## src/rtl/window_cache_fill_if.sv

```systemverilog
// Pixel stream (valid/ready) and cache block-write bus of the window cache fill block.
// The slave modport belongs to window_cache_fill; the master modport belongs to the stream source / cache side.
interface window_cache_fill_if #(
    parameter int PIX_W  = 8,
    parameter int WORDS  = 4,
    parameter int BLOCKS = 16,
    parameter int ROWS   = 8
);
    logic                      pix_valid;
    logic                      pix_ready;
    logic [PIX_W-1:0]          pix_data;
    logic                      pix_sof;
    logic                      wc_we;
    logic [$clog2(ROWS)-1:0]   wc_waddr_y;
    logic [$clog2(BLOCKS)-1:0] wc_waddr_block;
    logic [WORDS*PIX_W-1:0]    wc_wdata;

    modport master (
        output pix_valid, pix_data, pix_sof,
        input  pix_ready, wc_we, wc_waddr_y, wc_waddr_block, wc_wdata
    );

    modport slave (
        input  pix_valid, pix_data, pix_sof,
        output pix_ready, wc_we, wc_waddr_y, wc_waddr_block, wc_wdata
    );
endinterface

```

## src/rtl/window_cache_fill.sv

```systemverilog
// Packs a raster pixel stream into WORDS-pixel blocks and writes them into a ROWS-deep circular
// row cache. Defining WINDOW_CACHE_FILL_ERR_EN adds the err_sticky output.
module window_cache_fill #(
    parameter int PIX_W  = 8,
    parameter int WORDS  = 4,
    parameter int BLOCKS = 16,
    parameter int ROWS   = 8
) (
    input  logic                      clk,
    input  logic                      rst_n,
    window_cache_fill_if.slave        bus,
    input  logic                      rd_release,
    output logic                      row_done,
    output logic [$clog2(ROWS+1)-1:0] rows_avail
`ifdef WINDOW_CACHE_FILL_ERR_EN
    ,
    output logic                      err_sticky
`endif
);
    localparam int EW = $clog2(WORDS);
    localparam int BW = $clog2(BLOCKS);
    localparam int YW = $clog2(ROWS);
    localparam int AW = $clog2(ROWS+1);
    localparam int DW = WORDS*PIX_W;

    typedef enum logic [1:0] {IDLE, FILL, STALL} state_t;

    state_t          state_reg, state_next;
    logic [EW-1:0]   elm_reg, elm_next;
    logic [BW-1:0]   blk_reg, blk_next;
    logic [YW-1:0]   row_reg, row_next;
    logic            row_pend_reg, row_pend_next;
    logic [AW-1:0]   avail_reg, avail_next;
    logic [DW-1:0]   pack_reg, pack_next;
    logic            ready_reg, ready_next;
    logic            we_reg, we_next;
    logic [YW-1:0]   waddr_y_reg, waddr_y_next;
    logic [BW-1:0]   waddr_blk_reg, waddr_blk_next;
    logic [DW-1:0]   wdata_reg, wdata_next;

    logic            accept;
    logic            restart;
    logic [EW-1:0]   elm_sel;
    logic [DW-1:0]   lane_data;

    assign accept  = bus.pix_valid && ready_reg;
    assign restart = accept && bus.pix_sof;
    assign elm_sel = restart ? '0 : elm_reg;

    // Packing register with the incoming pixel merged into its lane.
    generate
        for (genvar gi = 0; gi < WORDS; gi++) begin : g_lane
            assign lane_data[gi*PIX_W +: PIX_W] =
                (elm_sel == EW'(gi)) ? bus.pix_data : pack_reg[gi*PIX_W +: PIX_W];
        end
    endgenerate

    always_comb begin
        state_next     = state_reg;
        elm_next       = elm_reg;
        blk_next       = blk_reg;
        row_next       = row_reg;
        row_pend_next  = 1'b0;
        avail_next     = avail_reg;
        pack_next      = pack_reg;
        we_next        = 1'b0;
        waddr_y_next   = waddr_y_reg;
        waddr_blk_next = waddr_blk_reg;
        wdata_next     = wdata_reg;

        // Non-SOF pixels in IDLE are consumed but discarded.
        if (accept && (state_reg != IDLE || bus.pix_sof)) begin
            pack_next = lane_data;
            if (restart) begin
                elm_next = EW'(1);
                blk_next = '0;
                row_next = '0;
            end else if (elm_reg == EW'(WORDS-1)) begin
                elm_next       = '0;
                we_next        = 1'b1;
                wdata_next     = lane_data;
                waddr_y_next   = row_reg;
                waddr_blk_next = blk_reg;
                if (blk_reg == BW'(BLOCKS-1)) begin
                    blk_next      = '0;
                    row_pend_next = 1'b1;
                end else begin
                    blk_next = blk_reg + 1'b1;
                end
            end else begin
                elm_next = elm_reg + 1'b1;
            end
        end

        // row_pend is the row_done cycle: the row is committed at its end.
        if (row_pend_reg) begin
            row_next = (row_reg == YW'(ROWS-1)) ? '0 : row_reg + 1'b1;
        end

        if (restart) begin
            avail_next = '0;
        end else if (row_pend_reg && !rd_release) begin
            avail_next = (avail_reg == AW'(ROWS)) ? avail_reg : avail_reg + 1'b1;
        end else if (!row_pend_reg && rd_release && avail_reg != '0) begin
            avail_next = avail_reg - 1'b1;
        end

        if (state_reg == IDLE) begin
            if (restart) begin
                state_next = FILL;
            end
        end else begin
            state_next = (avail_next == AW'(ROWS)) ? STALL : FILL;
        end

        ready_next = (state_next == IDLE) ||
                     (state_next == FILL && avail_next < AW'(ROWS) && !row_pend_next);
    end

    always_ff @(posedge clk or negedge rst_n) begin
        if (!rst_n) begin
            state_reg     <= IDLE;
            elm_reg       <= '0;
            blk_reg       <= '0;
            row_reg       <= '0;
            row_pend_reg  <= 1'b0;
            avail_reg     <= '0;
            pack_reg      <= '0;
            ready_reg     <= 1'b0;
            we_reg        <= 1'b0;
            waddr_y_reg   <= '0;
            waddr_blk_reg <= '0;
            wdata_reg     <= '0;
        end else begin
            state_reg     <= state_next;
            elm_reg       <= elm_next;
            blk_reg       <= blk_next;
            row_reg       <= row_next;
            row_pend_reg  <= row_pend_next;
            avail_reg     <= avail_next;
            pack_reg      <= pack_next;
            ready_reg     <= ready_next;
            we_reg        <= we_next;
            waddr_y_reg   <= waddr_y_next;
            waddr_blk_reg <= waddr_blk_next;
            wdata_reg     <= wdata_next;
        end
    end

    assign bus.pix_ready      = ready_reg;
    assign bus.wc_we          = we_reg;
    assign bus.wc_waddr_y     = waddr_y_reg;
    assign bus.wc_waddr_block = waddr_blk_reg;
    assign bus.wc_wdata       = wdata_reg;
    assign row_done           = row_pend_reg;
    assign rows_avail         = avail_reg;

`ifdef WINDOW_CACHE_FILL_ERR_EN
    logic err_reg, err_next;

    // Truncated row (SOF mid-row) or a release with nothing to release.
    always_comb begin
        err_next = err_reg ||
                   (restart && state_reg == FILL && (elm_reg != '0 || blk_reg != '0)) ||
                   (rd_release && avail_reg == '0);
    end

    always_ff @(posedge clk or negedge rst_n) begin
        if (!rst_n) begin
            err_reg <= 1'b0;
        end else begin
            err_reg <= err_next;
        end
    end

    assign err_sticky = err_reg;
`endif
endmodule

```

## src/flat_wrapper.sv

```systemverilog
// flat-port wrapper written by rule: the top's interface ports become plain ports
module window_cache_fill_flat 
#(
    parameter int PIX_W  = 8,
    parameter int WORDS  = 4,
    parameter int BLOCKS = 16,
    parameter int ROWS   = 8
)
  (clk, rst_n, rd_release, row_done, rows_avail, bus_pix_valid, bus_pix_data, bus_pix_sof, bus_pix_ready, bus_wc_we, bus_wc_waddr_y, bus_wc_waddr_block, bus_wc_wdata);
  window_cache_fill_if #(.PIX_W(PIX_W), .WORDS(WORDS), .BLOCKS(BLOCKS), .ROWS(ROWS)) bus_i ();
  input  logic clk;
  input  logic rst_n;
  input  logic rd_release;
  output logic row_done;
  output logic [$clog2(ROWS+1)-1:0] rows_avail;
  input wire logic [$bits(bus_i.pix_valid)-1:0] bus_pix_valid;
  input wire logic [$bits(bus_i.pix_data)-1:0] bus_pix_data;
  input wire logic [$bits(bus_i.pix_sof)-1:0] bus_pix_sof;
  output wire logic [$bits(bus_i.pix_ready)-1:0] bus_pix_ready;
  output wire logic [$bits(bus_i.wc_we)-1:0] bus_wc_we;
  output wire logic [$bits(bus_i.wc_waddr_y)-1:0] bus_wc_waddr_y;
  output wire logic [$bits(bus_i.wc_waddr_block)-1:0] bus_wc_waddr_block;
  output wire logic [$bits(bus_i.wc_wdata)-1:0] bus_wc_wdata;
  assign bus_i.pix_valid = bus_pix_valid;
  assign bus_i.pix_data = bus_pix_data;
  assign bus_i.pix_sof = bus_pix_sof;
  assign bus_pix_ready = bus_i.pix_ready;
  assign bus_wc_we = bus_i.wc_we;
  assign bus_wc_waddr_y = bus_i.wc_waddr_y;
  assign bus_wc_waddr_block = bus_i.wc_waddr_block;
  assign bus_wc_wdata = bus_i.wc_wdata;
  window_cache_fill #(.PIX_W(PIX_W), .WORDS(WORDS), .BLOCKS(BLOCKS), .ROWS(ROWS)) u_core (.clk(clk), .rst_n(rst_n), .bus(bus_i), .rd_release(rd_release), .row_done(row_done), .rows_avail(rows_avail));
endmodule
```

## config.mk

```make
export PLATFORM = sky130hd
export DESIGN_NAME = window_cache_fill_flat
export DESIGN_NICKNAME = d
export VERILOG_FILES = /design/src/rtl/window_cache_fill_if.sv /design/src/rtl/window_cache_fill.sv /design/src/flat_wrapper.sv
export SDC_FILE = /design/constraint.sdc
export NUM_CORES = 1
export LEC_CHECK = 0
export ABC_CLOCK_PERIOD_IN_PS = 1700
export CAP_MARGIN = 40
export CELL_PAD_IN_SITES_DETAIL_PLACEMENT = 1
export CELL_PAD_IN_SITES_GLOBAL_PLACEMENT = 1
export CORE_MARGIN = 2
export CORE_UTILIZATION = 39
export CTS_BUF_LIST = sky130_fd_sc_hd__clkbuf_16
export CTS_CLUSTER_DIAMETER = 30
export DETAILED_ROUTE_END_ITERATION = 6
export PLACE_DENSITY_LB_ADDON = 0.1
export RECOVER_POWER = 50
export SETUP_SLACK_MARGIN = 0.05
export SLEW_MARGIN = 15
export SYNTH_ARGS = -nofsm -noshare
export SYNTH_HDL_FRONTEND = slang
export SYNTH_SLANG_ARGS = --single-unit
```

## constraint.sdc

```tcl
create_clock -name clk -period 1.7 [get_ports clk]
set_clock_uncertainty 0.2 [all_clocks]
set_input_delay 0.34 -clock clk [delete_from_list [all_inputs] [get_ports clk]]
set_output_delay 0.34 -clock clk [all_outputs]
set_load 0.05 [all_outputs]
```

* After elaboration in Yosys (flattened, before gate mapping)
Cells that the tools add are included.
** Word-level totals
- Input port bits :: 13
- Register bits after elaboration :: 89
** Cells by class
- Bitwise operators :: 1
- $add $sub $neg :: 5
- Equal/unequal tests :: 9
- Muxes and demuxes :: 28
- Reduce and logical (&&, ||, !) cells :: 24
- Magnitude comparators :: 1
** Operator list (count)
- 2-to-1 mux 8 bit :: 4
- 2-to-1 mux 4 bit :: 7
- == test 4 bit (second input constant) :: 3
- 2-to-1 mux 2 bit :: 6
- 2-to-1 mux 3 bit :: 4
- adder 4 x 1 -> 4 bit (second input constant) :: 2
- logical AND 1 bit :: 8
- nonzero test 2 bit :: 4
- 2-to-1 mux 1 bit :: 7
- == test 2 bit (second input constant) :: 3
- zero test 2 bit :: 3
- == test 2 x 1 -> 1 bit (second input constant) :: 2
- less-than comparator 4 bit (second input constant) :: 1
- AND reduction 2 bit :: 2
- nonzero test 4 bit :: 1
- subtractor 4 x 1 -> 4 bit (second input constant) :: 1
- adder 3 x 1 -> 3 bit (second input constant) :: 1
- == test 3 bit (second input constant) :: 1
- zero test 1 bit :: 3
- AND reduction 3 bit :: 1
- adder 2 x 1 -> 2 bit (second input constant) :: 1
- logical OR 1 bit :: 2
- inverter 1 bit :: 1

* Longest topological paths before layout
Gate-level depths: netlist of run 1.
- Depth in word-level cells :: 13
- Gate-level depth with buffers :: 8
- Depth with buffers taken out :: 7

* Worst setup path after synthesis of run 1
No wires, ideal clock.
- Path kind :: flip-flop to flip-flop
- From :: reg u_core.ready_reg, in the netlist u_core.bus.pix_ready
- To :: reg u_core.pack_reg[24]
- Data arrival time :: 1886 ps
- Path slack :: -510 ps
- Stages on the path, launching flop included :: 7
- Period minus slack after synthesis :: 2210 ps
- Required time :: 1375 ps
- Library setup time :: 125 ps
- Path through :: dfrtp_1 nand3_2 nand3_1 buf_2 or2_1 buf_2 mux2_2
** Between the ends
- Longest elaborated chain between the ends :: 5
** RTL lines
- from (decl) :: line window_cache_fill.sv:35 : logic ready_reg, ready_next;
- from (signal assigned) :: line window_cache_fill.sv:142 : ready_reg <= ready_next;
- logical AND 1 bit (*) :: line window_cache_fill.sv:46 : assign accept = bus.pix_valid && ready_reg;
- logical AND 1 bit :: line window_cache_fill.sv:47 : assign restart = accept && bus.pix_sof;
- 2-to-1 mux 2 bit :: line window_cache_fill.sv:48 : assign elm_sel = restart ? '0 : elm_reg;
- == test 2 bit :: line window_cache_fill.sv:54 : (elm_sel == EW'(gi)) ? bus.pix_data : pack_reg[gi*PIX_W +: PIX_W];
- 2-to-1 mux 8 bit :: line window_cache_fill.sv:54
- to (signal assigned) :: line window_cache_fill.sv:141 : pack_reg <= pack_next;
- to (decl) :: line window_cache_fill.sv:34 : logic [DW-1:0] pack_reg, pack_next;
Mark *: on every way between the ends. The rest lies on a longest branch, timed or not.
A chain may end at the register's enable or synchronous reset.

* Worst setup path in the final report of run 1
- From :: reg u_core.avail_reg[0], in the netlist u_core.rows_avail[0]
- To :: reg u_core.state_reg[0]
** Between the ends
- Longest elaborated chain between the ends :: 8
** RTL lines
- from (decl) :: line window_cache_fill.sv:33 : logic [AW-1:0] avail_reg, avail_next;
- from (signal assigned) :: line window_cache_fill.sv:140 : avail_reg <= avail_next;
- parallel branches: the longest is 3 deep, another holds subtractor 4 x 1 -> 4 bit
- 2-to-1 mux 4 bit (*) :: line window_cache_fill.sv:102 : end else if (row_pend_reg && !rd_release) begin
- 2-to-1 mux 4 bit (*) :: line window_cache_fill.sv:100 : if (restart) begin
- == test 4 bit (*) :: line window_cache_fill.sv:113 : state_next = (avail_next == AW'(ROWS)) ? STALL : FILL;
- 2-to-1 mux 2 bit (*) :: line window_cache_fill.sv:113
- 2-to-1 mux 2 bit (*) :: line window_cache_fill.sv:108 : if (state_reg == IDLE) begin
- named net u_core.state_next[0] :: line window_cache_fill.sv:28 : state_t state_reg, state_next;
- to (signal assigned) :: line window_cache_fill.sv:135 : state_reg <= state_next;
- to (decl) :: line window_cache_fill.sv:28
Mark *: on every way through the listed nets, which the timed path passes.

==> results.sh, run 1 <==
export IMPL_status="finished with violations"
export IMPL_violations="setup timing"
export IMPL_drv_slew=0
export IMPL_clockBufferDepth=2
export IMPL_critPathLaunch="u_core.rows_avail[0]"
export IMPL_fmax_ghz=0.503
export IMPL_area_growth_pct=80.6
export IMPL_rrSetupSlack_ns=-0.29
export IMPL_r2r_end="u_core.state_reg[0]"
export IMPL_layout_commonest_cell="dfrtp_1"
export IMPL_ios=59
export IMPL_worstMarginPinSlew_ns=0.903
export IMPL_start_util_pct=40.4
export IMPL_drc=0
export IMPL_ys_warn_count=0
export IMPL_maxCapViolCount=0
export IMPL_cp_max_fo=4
export IMPL_crit_path_start_kind="register"
export IMPL_viasPerCell=5.67
export IMPL_crit_required_ns=1.76
export IMPL_synth_net_count=349
export IMPL_slowest_stage="dfrtp_2"
export IMPL_antenna_cells=0
export IMPL_placed_area_um2=5760
export IMPL_worstPathArrival_ns=2.05
export IMPL_drt_total_wl_um=17200
export IMPL_grt_ovfl_total=0
export IMPL_coreArea_um2=9860
export IMPL_min_from="u_core.row_reg[0]"
export IMPL_finalWorstSetupSlack_ns=-0.289
export IMPL_cts_root_buf="clkbuf_16"
export IMPL_whs_path_depth=1
export IMPL_fp_dieW_um=105
export IMPL_critPathBufInv=1
export IMPL_path_class="reg2reg"
export IMPL_p_clk_share_pct=15.9
export IMPL_r2r_cells=7
export IMPL_path_cells="inv_2 > ha_4 > nor3b_4 > o211ai_1 > o311ai_4 > and2_4 > a32oi_1"
export IMPL_numCtsBuffers=9
export IMPL_grt_max_degree=32
export IMPL_swShare_pct=41.2
export IMPL_fp_dieH_um=105
export IMPL_p_leak_nw=3.24
export IMPL_grt_setup_unrepaired="yes"
export IMPL_synth_edf_count=0
export IMPL_vias=3413
export IMPL_fin_crit_sh_pct=117
export IMPL_syn_area_um2=3980
export IMPL_power_frac_seq_pct=27.4
export IMPL_p_comb_share_pct=56.7
export IMPL_hold_viol_final=0
export IMPL_register_area_um2=2230
export IMPL_routedWlPerCell_um=28.6
export IMPL_worstSetupEndpointType="register"
export IMPL_synth_distinct_cells=47
export IMPL_clk_latency_ns=0.35
export IMPL_htreeDepth=3
export IMPL_antenna_found_initial=0
export IMPL_ir_drop_mv=1.37
export IMPL_hpwl_um=7010
export IMPL_drt_iter0_markers=174
export IMPL_grt_pass1_wl_um=23600
export IMPL_ys_ff_latch=89
export IMPL_tns_ns=-13.74
export IMPL_syn_area_per_cell_um2=12.1
export IMPL_hp_class="reg2reg"
export IMPL_design_area_um2=7190
export IMPL_portBuffers=58
export IMPL_place_gp_congestion=0.775
export IMPL_p_per_area_nw_per_um2=2150
export IMPL_synthFlopType="dfrtp_1"
export IMPL_drt_pass1_iterations=4
export IMPL_maxSlewHeadroom_pct=39.8
export IMPL_fillerInstances=825
export IMPL_min_to="u_core.row_reg[0]"
export IMPL_synth_cells=330
export IMPL_cts_tree="yes"
export IMPL_power_switching_mw=6.36
export IMPL_clk_pin_slew_ns=0.07
export IMPL_layout_common_cells="83 x dfrtp_1, 59 x buf_12, 41 x buf_4"
export IMPL_multiInputGateArea_um2=2360
export IMPL_setup_viol=84
export IMPL_synthArstFlopShare_pct=100
export IMPL_grt_use_total_pct=28.9
export IMPL_p_int_mw=9.09
export IMPL_nets=484
export IMPL_min_period_ns=1.99
export IMPL_yosysSeqAreaShare_pct=55.9
export IMPL_r2r_start="u_core.rows_avail[0]"
export IMPL_postRouteAntennaNets=0
export IMPL_drive_gt1_share_pct=63.1
export IMPL_grt_pass1_vias=3839
export IMPL_max_stage_delay_ns=0.38
export IMPL_cp_top_family="compound AO/OA/AOI/OAI gates"
export IMPL_dieArea_um2=11000
export IMPL_clkSinkCount=89
export IMPL_std_cell_rows=36
## timing repair
action                     in CTS  in global routing
setup buffers                  24                 12
cloned                          6                  5
hold buffers                    1                  0
pin swaps                      17                 21
setup endpoints to repair      85                 88
gates resized for setup        94                 60
hold endpoints to repair       28                  0
## worst max-delay path by stage
stage,endpoint,slack (ns),cells past startpoint
5_1_grt,u_core.state_reg[0],-0.33,7
3_3_place_gp,u_core.bus.wc_wdata[8],-0.62,7
4_1_cts,u_core.state_reg[1],-0.15,7
3_5_place_dp,u_core.pack_reg[4],-0.64,5
2_1_floorplan,u_core.pack_reg[0],-0.27,6
6_report,u_core.state_reg[0],-0.29,7
## area by class of cell
type | instances | share of cell area, %
Sequential cell | 89 | 31.1
Tap cell | 133 | 2.31
Inverter | 8 | 0.417
Clock inverter | 6 | 1.84
Multi-Input combinational cell | 218 | 32.8
Clock buffer | 9 | 3.13
Timing Repair Buffer | 139 | 28.4
## worst register-to-register path, stage by stage, from the launching register on
cell and delay [ns]:
dfrtp_2 0.38, inv_2 0.06, ha_4 0.17, nor3b_4 0.16, o211ai_1 0.34, o311ai_4 0.19, and2_4 0.18, a32oi_1 0.21
## layer usage
layer  track usage (%)  vias up  share of wire [%]
li1                  -     1434                  -
met1              33.3     1785                 37
met2              52.4      131                 54
met3              5.68       63                4.2
met4              11.1        0                4.4
met5                 0        -                  0
## through the flow
stage                     hold WS [ns]  instances  util (%)  total power, mW  setup slack [ns]
after floorplan                 -0.156        330         -             7.53            -0.267
after global placement           0.112        547      58.4             10.6            -0.622
after detailed placement         0.126        547      58.4             10.8            -0.636
after CTS                        0.307        591      69.3             14.3            -0.154
after global routing             0.338        602      72.9             15.9            -0.332
final                            0.310        602      72.9             15.5            -0.289
## power by group through the flow
| stage | Sequential [mW] | Combinational [mW] | Clock (mW) |
|---|---|---|---|
| final | 4.24 | 8.76 | 2.45 |
| after global routing | 4.29 | 9.06 | 2.54 |
| after detailed placement | 3.84 | 6.92 | 0 |
| after floorplan | 5.13 | 2.40 | 0 |
| after CTS | 3.99 | 7.87 | 2.44 |
| after global placement | 3.82 | 6.74 | 0 |
## kinds of logic (layout without fill, tap and decap cells)
logic type / count (synthesis) / in the layout / synth area share [%]
DFF: 89 / 89 / 55.9
muxes: 72 / 72 / 20.1
adders and majority gates: 6 / 6 / 1.88
AOI/OAI and AO/OA: 61 / 61 / 9.55
and+or+nand+nor: 78 / 78 / 9.67
xor gates and xnor gates: 1 / 1 / 0.220
buffers and inverters: 23 / 162 / 2.70
## synth_stat cells, types with 6 or more instances
library cell / count / area [µm²]
o21ai_0: 9 / 45.0
mux2_4: 8 / 120
mux2i_1: 33 / 330
inv_1: 7 / 26.3
mux2_2: 31 / 349
a21oi_1: 33 / 165
nand2_1: 11 / 41.3
nor2_1: 40 / 150
ha_1: 6 / 75.1
buf_2: 11 / 55.1
dfrtp_1: 89 / 2230
Note: power is estimated with default switching activity, not from simulation.
==> inputs of run 2 (changes only) <==
Settings changed: CORE_MARGIN 2 to unset.
==> run 2 against run 1 <==
Compared with the run above: register-to-register slack lost 0.10 ns; the run still ends with setup timing left; global-route usage shrank 0.11 points; worst setup slack lost 0.10 ns; die area shrank 3.8%; fmax shrank 4.9%; power grew 0.87%; sequential share of layout area shrank 0.20 points; highest routed layer unchanged.
==> results.sh, run 2 (synthesized netlist as in run 1, its figures left out) <==
export IMPL_status="finished with violations"
export IMPL_violations="setup timing"
export IMPL_htreeDepth=3
export IMPL_place_gp_congestion=0.768
export IMPL_vias=3430
export IMPL_dieArea_um2=10600
export IMPL_hold_viol_final=0
export IMPL_finalWorstSetupSlack_ns=-0.392
export IMPL_fp_dieW_um=103
export IMPL_crit_required_ns=1.75
export IMPL_numCtsBuffers=9
export IMPL_fp_dieH_um=103
export IMPL_clk_pin_slew_ns=0.07
export IMPL_p_clk_share_pct=15.3
export IMPL_cts_root_buf="clkbuf_16"
export IMPL_clk_latency_ns=0.35
export IMPL_min_period_ns=2.09
export IMPL_std_cell_rows=36
export IMPL_antenna_found_initial=0
export IMPL_antenna_cells=0
export IMPL_ir_drop_mv=1.46
export IMPL_worstMarginPinSlew_ns=0.761
export IMPL_grt_pass1_wl_um=21800
export IMPL_dp_slack_ns=-0.641
export IMPL_worstPathArrival_ns=2.14
export IMPL_hpwl_um=7040
export IMPL_setup_viol=86
export IMPL_fin_crit_sh_pct=123
export IMPL_layout_common_cells="83 x dfrtp_1, 55 x buf_12, 36 x buf_4"
export IMPL_p_per_area_nw_per_um2=2150
export IMPL_area_growth_pct=81.7
export IMPL_tns_ns=-12.66
export IMPL_p_comb_share_pct=57.2
export IMPL_dp_cells=549
export IMPL_power_switching_mw=6.57
export IMPL_drc=0
export IMPL_cts_tree="yes"
export IMPL_grt_use_total_pct=28.7
export IMPL_viasPerCell=5.67
export IMPL_portBuffers=58
export IMPL_ios=59
export IMPL_placed_area_um2=5800
export IMPL_path_class="reg2reg"
export IMPL_swShare_pct=42.1
export IMPL_drive_gt1_share_pct=64.4
export IMPL_maxCapViolCount=0
export IMPL_grt_pass1_vias=3658
export IMPL_stdcell_count=605
export IMPL_crit_path_start_kind="register"
export IMPL_drt_pass1_iterations=4
export IMPL_maxSlewHeadroom_pct=49.2
export IMPL_total_power_mw=15.6
export IMPL_design_area_um2=7240
export IMPL_routedWlPerCell_um=29.2
export IMPL_grt_ovfl_total=0
export IMPL_grt_setup_unrepaired="yes"
export IMPL_hp_class="reg2reg"
export IMPL_p_leak_nw=3.18
export IMPL_drt_total_wl_um=17700
export IMPL_fmax_ghz=0.478
export IMPL_clockBufferDepth=2
export IMPL_coreArea_um2=9820
export IMPL_start_util_pct=40.6
export IMPL_p_int_mw=9.02
export IMPL_cp_max_fo=4
export IMPL_nets=486
export IMPL_power_frac_seq_pct=27.5
export IMPL_clkSinkCount=89
export IMPL_drv_slew=0
export IMPL_layout_commonest_cell="dfrtp_1"
export IMPL_grt_max_degree=27
export IMPL_drt_iter0_markers=158
export IMPL_postRouteAntennaNets=0
export IMPL_worstSetupEndpointType="register"
==> run 2: power by group through the flow <==
stage	combinational (mW)	sequential (mW)	clock (mW)
2_1_floorplan	2.40	5.13	0
3_3_place_gp	6.73	3.81	0
3_5_place_dp	6.89	3.85	0
4_1_cts	7.73	3.95	2.37
5_1_grt	9.22	4.34	2.48
6_report	8.92	4.29	2.38
==> run 2: final timing paths <==
path | start | slack [ns] | endpoint | cells past startpoint
setup / recovery | u_core.rows_avail[0] | -0.39 | u_core.state_reg[0] | 7
hold / removal | u_core.pack_reg[30] | 0.32 | u_core.pack_reg[30] | 1
setup reg to reg | u_core.rows_avail[0] | -0.39 | u_core.state_reg[0] | 7
hold reg to reg | u_core.pack_reg[30] | 0.32 | u_core.pack_reg[30] | 1
max in group asynchronous | rst_n | 0.19 | u_core.pack_reg[6] | 3
min in group asynchronous | rst_n | 0.42 | u_core.blk_reg[1] | 2
==> run 2: metal layers <==
metal  wire [µm]  track usage [%]  share of wire, %
met5           0                0                 0
met4         758             10.4               4.3
met3         787             4.75               4.4
met2        9390             51.7                53
met1        6760             34.7                38
==> run 2: critical path: stages (launching register included) <==
cell     delay (ns)
dfrtp_2        0.47
inv_4          0.10
ha_4           0.15
nor3b_4        0.25
o22ai_2        0.16
xnor2_2        0.20
o22a_1         0.21
a32oi_1        0.25
==> run 2: layout make-up <==
type / instances / area (µm²)
fillers: 840 / 2580
repair buffers: 139 / 2020
well taps: 133 / 166
clock buffers: 9 / 225
clock inverters: 7 / 125
inverters: 8 / 32.5
flip-flops and latches: 89 / 2230
multi-input cells: 220 / 2430
==> run 2: what timing repair did <==
item / CTS / global route
setup endpoints to repair: 84 / 86
buffers inserted: 22 / 17
hold endpoints to repair: 23 / 0
hold buffers: 1 / 0
gates resized for setup: 91 / 77
pin swaps: 22 / 30
cloned: 10 / 1
==> run 2: per-stage QoR <==
step | hold slack (ns) | util [%]
6_report | 0.325 | 73.7
5_1_grt | 0.334 | 73.7
4_1_cts | 0.280 | 70.4
3_5_place_dp | 0.0972 | 59.1
3_3_place_gp | 0.0951 | 59.1
2_1_floorplan | -0.156 | -
==> inputs of run 3 (changes only) <==
Settings changed: MAX_ROUTING_LAYER set to met4.
==> run 3 against run 2 <==
Compared with the run above: sequential power hardly changed; non-clock buffer count is 4 lower; worst setup slack worse by 0.010 ns; cell count is 0.66% lower; global-route usage is 1.0 points higher; sequential share of layout area is 0.086 points higher; register-to-register slack hardly changed; clock power hardly changed; largest power group unchanged; largest cell class unchanged; flip-flop and latch count stayed put; the run still ends with setup timing left; fmax is 0.47% lower; combinational power is 2% lower; first-iteration DRC count is 11% lower.
==> results.sh, run 3 (synthesized netlist as in run 1, its figures left out) <==
export IMPL_status="finished with violations"
export IMPL_violations="setup timing"
export IMPL_vias=3412
export IMPL_p_per_area_nw_per_um2=2140
export IMPL_cts_tree="yes"
export IMPL_crit_required_ns=1.74
export IMPL_worstPathArrival_ns=2.14
export IMPL_power_switching_mw=6.46
export IMPL_start_util_pct=40.6
export IMPL_fp_dieW_um=103
export IMPL_crit_path_start_kind="register"
export IMPL_coreArea_um2=9820
export IMPL_slowest_stage="dfrtp_2"
export IMPL_grt_use_total_pct=29.8
export IMPL_dp_slack_ns=-0.641
export IMPL_drc=0
export IMPL_path_class="reg2reg"
export IMPL_critPathLaunch="u_core.rows_avail[0]"
export IMPL_hold_viol_final=0
export IMPL_met2_wirelength_um=8840
export IMPL_placed_area_um2=5800
export IMPL_grt_ovfl_total=0
export IMPL_maxCapViolCount=0
export IMPL_routedWlPerCell_um=28.1
export IMPL_drive_gt1_share_pct=64.3
export IMPL_fp_dieH_um=103
export IMPL_hpwl_um=7040
export IMPL_drt_pass1_iterations=4
export IMPL_wl_met1_um=6840
export IMPL_finalWorstSetupSlack_ns=-0.402
export IMPL_std_cell_rows=36
export IMPL_worstMarginPinSlew_ns=0.770
export IMPL_clk_pin_slew_ns=0.07
export IMPL_cp_max_fo=4
export IMPL_viasPerCell=5.68
export IMPL_power_frac_seq_pct=27.7
export IMPL_grt_pass1_vias=3668
export IMPL_dieArea_um2=10600
export IMPL_nets=482
export IMPL_r2r_start="u_core.rows_avail[0]"
export IMPL_p_int_mw=8.99
export IMPL_fin_crit_sh_pct=124
export IMPL_grt_pass1_wl_um=21800
export IMPL_min_period_ns=2.10
export IMPL_path_cells="inv_4 > ha_4 > nor3b_4 > o22ai_2 > xnor2_2 > o22a_1 > a32oi_1"
export IMPL_topRoutingLayerUsed="met4"
export IMPL_max_stage_delay_ns=0.46
export IMPL_antenna_found_initial=0
export IMPL_drt_total_wl_um=16900
export IMPL_total_power_mw=15.4
export IMPL_p_leak_nw=3.17
export IMPL_p_clk_share_pct=15.5
export IMPL_ir_drop_mv=1.45
export IMPL_setup_viol=81
export IMPL_numCtsBuffers=9
export IMPL_drt_iter0_markers=141
export IMPL_antenna_cells=0
export IMPL_fmax_ghz=0.476
export IMPL_design_area_um2=7220
export IMPL_tns_ns=-9.96
export IMPL_fillerInstances=855
export IMPL_register_area_um2=2230
export IMPL_worstSetupEndpointType="register"
export IMPL_postRouteAntennaNets=0
export IMPL_swShare_pct=41.8
export IMPL_multiInputGateArea_um2=2440
export IMPL_cts_root_buf="clkbuf_16"
export IMPL_min_from="u_core.pack_reg[24]"
export IMPL_portBuffers=58
export IMPL_clk_latency_ns=0.36
export IMPL_clkSinkCount=89
export IMPL_layout_common_cells="83 x dfrtp_1, 55 x buf_12, 32 x mux2_4, 32 x buf_4, 29 x nor2_4"
export IMPL_maxSlewHeadroom_pct=48.7
export IMPL_area_growth_pct=81.2
export IMPL_grt_setup_unrepaired="yes"
export IMPL_ios=59
export IMPL_cp_top_family="compound AO/OA/AOI/OAI gates"
export IMPL_critPathBufInv=1
export IMPL_hold_worst_slack_ns=0.337
export IMPL_htreeDepth=3
export IMPL_clockBufferDepth=2
export IMPL_hp_class="reg2reg"
export IMPL_p_comb_share_pct=56.8
export IMPL_met3_length_um=535
export IMPL_layout_commonest_cell="dfrtp_1"
export IMPL_grt_max_degree=27
export IMPL_place_gp_congestion=0.779
export IMPL_drv_slew=0
[run 3: cell types whose count changed in the layout (fill, tap and decap cells not counted), sizes merged]
cell / change
buf: -4
[run 3: path summary, 6_finish.rpt]
path                                       endpoint  slack [ns]  cells past startpoint
max                             u_core.state_reg[0]       -0.40                      7
min                             u_core.pack_reg[24]        0.34                      1
max reg2reg                     u_core.state_reg[0]       -0.40                      7
min reg2reg                     u_core.pack_reg[24]        0.34                      1
max in group asynchronous        u_core.pack_reg[7]        0.21                      3
min in group asynchronous  u_core.bus.wc_waddr_y[1]        0.40                      2
[run 3: routing by layer]
metal  up-vias  global-route usage (%)
met1      1815                    35.1
met3        46                    4.75
met4         0                    10.4
li1       1440                       -
met2       111                    51.6
met5         -                       -
[run 3: repair_timing]
| item | CTS | global route |
|---|---|---|
| hold buffers | 1 | 0 |
| gates cloned | 10 | 1 |
| pin swaps | 22 | 29 |
| buffers inserted | 22 | 13 |
| gates resized for setup | 91 | 79 |
| hold endpoints to repair | 23 | 0 |
| endpoints found under the setup margin | 84 | 86 |
[run 3: power by group through the flow]
stage                     Sequential, mW  Clock (mW)  Combinational [mW]
after detailed placement            3.85           0                6.89
final                               4.27        2.39                8.78
after global routing                4.33        2.48                9.10
after floorplan                     5.13           0                2.40
after CTS                           3.95        2.37                7.73
after global placement              3.81           0                6.73
[run 3: area by class of cell]
class	count	area share, %
Clock buffer	9	3.12
Clock inverter	7	1.73
Inverter	8	0.451
Multi-Input combinational cell	220	33.8
Sequential cell	89	31.0
Tap cell	133	2.31
Timing Repair Buffer	135	27.6
[run 3: worst reg2reg max path: stages (launching register included)]
cell	delay (ns)
dfrtp_2	0.46
inv_4	0.10
ha_4	0.16
nor3b_4	0.26
o22ai_2	0.15
xnor2_2	0.17
o22a_1	0.21
a32oi_1	0.30
[run 3: per-stage QoR]
step	std cells	util, %
final	601	73.5
after global routing	601	73.5
after CTS	596	70.4
after detailed placement	549	59.1
after global placement	549	59.1
after floorplan	330	-
